`config.mk`:
```
export PLATFORM = sky130hd
export DESIGN_NAME = ascon_ctrl
export DESIGN_NICKNAME = d
export VERILOG_FILES = /design/src/rtl/ascon_ctrl.sv
export SDC_FILE = /design/constraint.sdc
export NUM_CORES = 1
export LEC_CHECK = 0
export ABC_AREA = 1
export CAP_MARGIN = 10
export CELL_PAD_IN_SITES_DETAIL_PLACEMENT = 0
export CELL_PAD_IN_SITES_GLOBAL_PLACEMENT = 2
export CORE_MARGIN = 1
export CORE_UTILIZATION = 24
export CTS_BUF_LIST = sky130_fd_sc_hd__clkbuf_4
export CTS_CLUSTER_DIAMETER = 80
export DETAILED_ROUTE_END_ITERATION = 16
export GPL_TIMING_DRIVEN = 0
export PLACE_DENSITY_LB_ADDON = 0.1
export SYNTH_ARGS = -nofsm -noshare
export SYNTH_HDL_FRONTEND = slang
export SYNTH_SLANG_ARGS = --single-unit
```
`constraint.sdc`:
```
create_clock -name clk -period 1.65 [get_ports clk]
set_input_delay 0.33 -clock clk [delete_from_list [all_inputs] [get_ports clk]]
set_output_delay 0.33 -clock clk [all_outputs]
set_load 0.01 [all_outputs]
```
`src/rtl/ascon_ctrl.sv`:
```
// Ascon-128 encryption control: phase sequencing, round counter and
// datapath strobes for a round-per-cycle permutation.
module ascon_ctrl #(
   parameter int ROUND_WIDTH = 4,
   parameter int PA_ROUNDS   = 12,
   parameter int PB_ROUNDS   = 6
) (
   input  logic                   clk,
   input  logic                   rst,
   input  logic                   start_i,
   input  logic                   no_ad_i,
   output logic                   busy_o,
   output logic                   done_o,
   input  logic                   ad_valid_i,
   output logic                   ad_ready_o,
   input  logic                   ad_last_i,
   input  logic                   pt_valid_i,
   output logic                   pt_ready_o,
   input  logic                   pt_last_i,
   output logic                   en_state_o,
   output logic                   sel_ad_o,
   output logic                   sel_state_init_o,
   output logic                   sel_xor_init_o,
   output logic                   sel_xor_ext_o,
   output logic                   sel_xor_dom_sep_o,
   output logic                   sel_xor_fin_o,
   output logic                   sel_xor_tag_o,
   output logic                   ct_valid_o,
   output logic                   tag_valid_o,
   output logic [ROUND_WIDTH-1:0] rnd_o
);

   typedef enum logic [2:0] {
      IDLE, INIT, AD_WAIT, AD_PERM, PT_WAIT, PT_PERM, FINAL, TAG
   } state_t;

   localparam logic [ROUND_WIDTH-1:0] RND_LAST = ROUND_WIDTH'(PA_ROUNDS - 1);
   localparam logic [ROUND_WIDTH-1:0] RND_PB   = ROUND_WIDTH'(PA_ROUNDS - PB_ROUNDS);
   localparam logic [ROUND_WIDTH-1:0] RND_PB1  = ROUND_WIDTH'(PA_ROUNDS - PB_ROUNDS + 1);
   localparam logic [ROUND_WIDTH-1:0] RND_ONE  = ROUND_WIDTH'(1);

   state_t                 state;
   logic [ROUND_WIDTH-1:0] rnd;
   logic                   no_ad;
   logic                   ad_last;
   logic                   rnd_end;

   assign rnd_end = (rnd == RND_LAST);

   always_ff @(posedge clk or posedge rst) begin
      if (rst) begin
         state   <= IDLE;
         rnd     <= '0;
         no_ad   <= 1'b0;
         ad_last <= 1'b0;
      end else begin
         unique case (state)
            IDLE: begin
               rnd <= '0;
               if (start_i) begin
                  no_ad <= no_ad_i;
                  state <= INIT;
               end
            end
            INIT: begin
               if (rnd_end) begin
                  rnd   <= RND_PB;
                  state <= no_ad ? PT_WAIT : AD_WAIT;
               end else begin
                  rnd <= rnd + RND_ONE;
               end
            end
            AD_WAIT: begin
               if (ad_valid_i) begin
                  ad_last <= ad_last_i;
                  rnd     <= RND_PB1;
                  state   <= AD_PERM;
               end
            end
            AD_PERM: begin
               if (rnd_end) begin
                  rnd   <= RND_PB;
                  state <= ad_last ? PT_WAIT : AD_WAIT;
               end else begin
                  rnd <= rnd + RND_ONE;
               end
            end
            PT_WAIT: begin
               if (pt_valid_i) begin
                  rnd   <= pt_last_i ? RND_ONE : RND_PB1;
                  state <= pt_last_i ? FINAL : PT_PERM;
               end
            end
            PT_PERM: begin
               if (rnd_end) begin
                  rnd   <= RND_PB;
                  state <= PT_WAIT;
               end else begin
                  rnd <= rnd + RND_ONE;
               end
            end
            FINAL: begin
               if (rnd_end) begin
                  rnd   <= '0;
                  state <= TAG;
               end else begin
                  rnd <= rnd + RND_ONE;
               end
            end
            TAG: begin
               rnd   <= '0;
               state <= IDLE;
            end
         endcase
      end
   end

   // Moore strobes follow state/rnd; WAIT-state strobes follow the valid inputs
   always_comb begin
      busy_o            = (state != IDLE);
      done_o            = 1'b0;
      ad_ready_o        = 1'b0;
      pt_ready_o        = 1'b0;
      en_state_o        = 1'b0;
      sel_ad_o          = 1'b0;
      sel_state_init_o  = 1'b0;
      sel_xor_init_o    = 1'b0;
      sel_xor_ext_o     = 1'b0;
      sel_xor_dom_sep_o = 1'b0;
      sel_xor_fin_o     = 1'b0;
      sel_xor_tag_o     = 1'b0;
      ct_valid_o        = 1'b0;
      tag_valid_o       = 1'b0;
      rnd_o             = rnd;
      unique case (state)
         IDLE: ;
         INIT: begin
            en_state_o        = 1'b1;
            sel_state_init_o  = (rnd == '0);
            sel_xor_init_o    = rnd_end;
            sel_xor_dom_sep_o = rnd_end & no_ad;
         end
         AD_WAIT: begin
            ad_ready_o    = 1'b1;
            en_state_o    = ad_valid_i;
            sel_ad_o      = ad_valid_i;
            sel_xor_ext_o = ad_valid_i;
         end
         AD_PERM: begin
            en_state_o        = 1'b1;
            sel_xor_dom_sep_o = rnd_end & ad_last;
         end
         PT_WAIT: begin
            pt_ready_o    = 1'b1;
            en_state_o    = pt_valid_i;
            sel_xor_ext_o = pt_valid_i;
            ct_valid_o    = pt_valid_i;
            sel_xor_fin_o = pt_valid_i & pt_last_i;
            if (pt_valid_i && pt_last_i)
               rnd_o = '0;
         end
         PT_PERM: en_state_o = 1'b1;
         FINAL: begin
            en_state_o    = 1'b1;
            sel_xor_tag_o = rnd_end;
         end
         TAG: begin
            tag_valid_o = 1'b1;
            done_o      = 1'b1;
         end
      endcase
   end

endmodule

```
==> summary by stage <==
Logic synthesis
The synthesized design spends more area on one cell type than any other, namely sky130_fd_sc_hd__dfrtp_1. By area, the combinational part of the netlist is dominated by simple AND/OR/NAND/NOR gates. A synthesized cell averages 6.29 sq um. Of the total synthesized cell area, the portion taken by AND, OR, NAND and NOR gates is 43.9%. In the synthesized netlist, mux cells make up 0% of the area. The synthesized netlist devotes 7.58% of its cell area to compound gates.

The synthesized netlist contains 20 unique library cells. The count of state elements after synthesis is 9. The share of synthesized area in the top cell type comes to 28.4%. The summed instance area of the synthesized netlist is 792 sq um. By area the synthesized netlist is led by sky130_fd_sc_hd__dfrtp_1, sky130_fd_sc_hd__nand2_1, sky130_fd_sc_hd__inv_1, sky130_fd_sc_hd__nand3_1, sky130_fd_sc_hd__nor2_1. The number of synthesis warnings is 0. The sequential area share after synthesis is 28.4%.

The number of instances in the synthesized netlist is 126. The synthesized-area fraction occupied by adder cells is 3.16%. The number of nets handed over by synthesis was 136. The share of the synthesized netlist area taken by xor and xnor gates is 1.11%.

CTS
After clock tree synthesis, the clock-pin slew on the worst setup and hold paths is 0.06 ns. Clock tree synthesis inserted a total of 3 buffers. The master cell of the clock root buffer is sky130_fd_sc_hd__clkbuf_4. TritonCTS built the clock tree. The later-pin clock latency in the skew report is 0.26 ns.

The number of clock sinks is 9. CTS built an H-tree with a depth of 1. For this design, the CTS-stage hold fixing added 0 buffers. The maximum number of buffers from clock root to sink is 2.

Min path
The worst hold path belongs to the class input pin to async pin.

Power
The static leakage power is 0.705 nW. The completed layout was analyzed and its total power is 0.00238 W. The maximum vdd drop is 0.938 mV. The areal power density over the cells is 1890 nW/um^2.

Routing
The final route contains 910 vias. In the routed layout, each cell is associated on average with a via count of 4.23. The remaining antenna violation count after routing is 0. After detailed routing, the average wire length per cell comes to 11.1 microns. The violation count after the first detailed-routing iteration is 15. The pre-antenna-repair detailed-routing pass consisted of 4 iterations. The final routed DRC violation total is 0. The wire length reported by the detailed router is 2390 microns.

STA
The fraction of the cycle the final worst path needs is 109%. The post-route worst setup slack is -0.146 ns. The count of pins over their slew limit is 0. The final setup skew is 0.0126 ns. The relative slew slack is 77.5%. The total count of hold-check failures in the final report came to 0. The clock period minus worst slack is 1.80 ns. The fmax is 557 MHz. Setup repair after global routing could not meet its margin everywhere. Setup violations remaining at the end of the flow were counted as 7. At the pin with the least slew margin, the transition time is 0.337 ns.

Setup path
The most numerous cell type found on the critical path is sky130_fd_sc_hd__nor2_4. At the worst endpoint, the arrival time is 1.47 ns. For the worst flop-to-flop path, the logic depth is 7. The worst setup path is captured at a primary output. Among all stages on the critical path, the largest delay is contributed by sky130_fd_sc_hd__dfrtp_2. STA classifies the critical path startpoint as a flip-flop. The startpoint identified for the worst register-to-register timing path is state[1]. Walking the worst path, the cells encountered are buf_6 -> nor2_4 -> nand2_2 -> nor2_2 -> inv_2 -> nor2_4 -> nor2_1 -> buf_2. The endpoint identified for the worst register-to-register timing path is rnd[0].

The most critical setup path has its startpoint at state[1]. Of all nets on the critical path, the largest fanout is 5. At the worst endpoint, the required time is 1.32 ns. The worst setup slack for register-to-register paths is 0.23 ns. The longest individual stage delay on the worst path is 0.43 ns. The kind of critical path is flip-flop to primary output.

Global route
The first global-routing pass estimated 3730 microns of wire. The initial antenna violation count is 0. After global routing the overflow that remains totals 0.

The pin count of the biggest net entering global routing is 11. The via count of the first global-routing pass is 843. For this run, the total global-route usage over all layers was measured as 14.2%.

Placement
The congestion estimate from routability-driven global placement came to 0.766. The HPWL after detailed placement is 1780 microns. Summing all placed instances gives a cell area of 1100 sq um.

The number of input and output port buffers inserted is 25.

Final layout
Cells with a size suffix above 1 make up 43.9% of the layout. Leaving out fill and tap cells, the most frequent cell in the layout is sky130_fd_sc_hd__nand2_1. The library cells used most frequently in the layout, excluding fill and tap cells, are sky130_fd_sc_hd__nand2_1, sky130_fd_sc_hd__inv_1, sky130_fd_sc_hd__buf_4, sky130_fd_sc_hd__buf_2. The final net count is 182. The count of antenna diodes in the layout is 0. The design area is 1260 sq um.

From synthesis to final layout, the design area changed by 58.9%. In the final layout, flip-flops and latches occupy 229 sq um. Counting the fill cells in the layout gives 365. In the final layout, the multi-input gates occupy 504 sq um.

Die
The floorplan step defined a die boundary enclosing 3530 sq um. In this run the vertical extent of the chip is 59.4 microns. The die boundary width is 59.4 microns.

Once the floorplan was initialized, standard cells occupied 25.5% of the core. The floorplan step defined a core boundary enclosing 3100 sq um. The initialized floorplan defines 20 standard-cell rows. 26 I/O pins were placed.

Flow run
The tool flagged a number of max-cap violations equal to 0.

Outcome
The run finished, with violations left. The final reports fail on setup timing.
-- cell families (layout without fill, tap and decap cells) --
| family | count (synthesis) | count (layout) |
|---|---|---|
| XOR/XNOR | 1 | 1 |
| AND/OR/NAND/NOR | 73 | 73 |
| adder cells (fa/ha/maj) | 2 | 2 |
| AO/OA/AOI/OAI | 12 | 12 |
| flip-flops | 9 | 9 |
| buffers and inverters | 29 | 74 |
-- synth_stat cells, drive strengths merged --
| cell | count |
|---|---|
| a21oi | 4 |
| buf | 3 |
| clkinv | 1 |
| dfrtp | 9 |
| ha | 2 |
| inv | 25 |
| nand2 | 34 |
| nand3 | 16 |
| nand4 | 2 |
| nor2 | 20 |
| nor3 | 1 |
| o21ai | 8 |
| xor2 | 1 |
-- metrics by stage --
step	std cells	setup slack [ns]	util (%)	TNS (ns)	hold WS, ns
6_report	215	-0.146	40.6	-0.772	0.322
5_1_grt	215	-0.224	40.6	-1.49	0.371
4_1_cts	208	-0.197	38.5	-1.09	0.333
3_5_place_dp	195	-0.439	35.4	-4.70	0.521
3_3_place_gp	195	-0.441	35.4	-4.71	0.526
2_1_floorplan	126	0.0840	-	0	0.158
-- state kept, by name, summed over array words and instances, names as in the netlist --
signal   count
ad_last      1
no_ad        1
state        3
rnd          4
-- critical path, delay by kind of cell, from the launching register on --
| kind | cells | cell delay (ns) |
|---|---|---|
| and+or+nand+nor | 5 | 0.47 |
| DFF | 1 | 0.43 |
| buffers and inverters | 3 | 0.34 |
-- worst max-delay path by stage --
stage,end,slack (ns),cells past startpoint
after floorplan,rnd_o[0],0.08,6
after global placement,sel_xor_fin_o,-0.44,6
after detailed placement,sel_xor_fin_o,-0.44,6
after CTS,rnd_o[1],-0.20,8
after global routing,rnd_o[1],-0.22,8
final,rnd_o[2],-0.15,8
-- layer usage --
layer	part of all wire (%)	global-route usage [%]	wire, microns	vias up
li1	-	-	-	481
met1	49	18.2	1160	408
met2	47	25.0	1130	19
met3	3.7	1.31	88	2
met4	0.42	4.08	10	0
met5	0	0	0	-
-- what timing repair did --
action / in CTS / in global routing
gates resized for setup: 81 / 16
pin swaps: 5 / 5
setup buffers: 9 / 7
cloned: 0 / 1
endpoints found under the setup margin: 18 / 15
-- cell type report --
| class | instances | share of cell area, % |
|---|---|---|
| timing repair buffer | 41 | 23.9 |
| tap | 44 | 4.37 |
| clock buffer | 4 | 2.39 |
| inverter | 26 | 8.75 |
| sequential | 9 | 18.2 |
| buffer | 3 | 2.39 |
| multi-input combinational | 88 | 40.1 |
-- where the power goes --
group / internal (W) / switching, W / leakage [nW]
combinational: 0.000744 / 0.00100 / 0.578
clock: 0.000109 / 0.0000711 / 0.0184
sequential: 0.000345 / 0.000107 / 0.109
total: 0.00120 / 0.00118 / 0.705
Power figures use the tool's default switching activity.
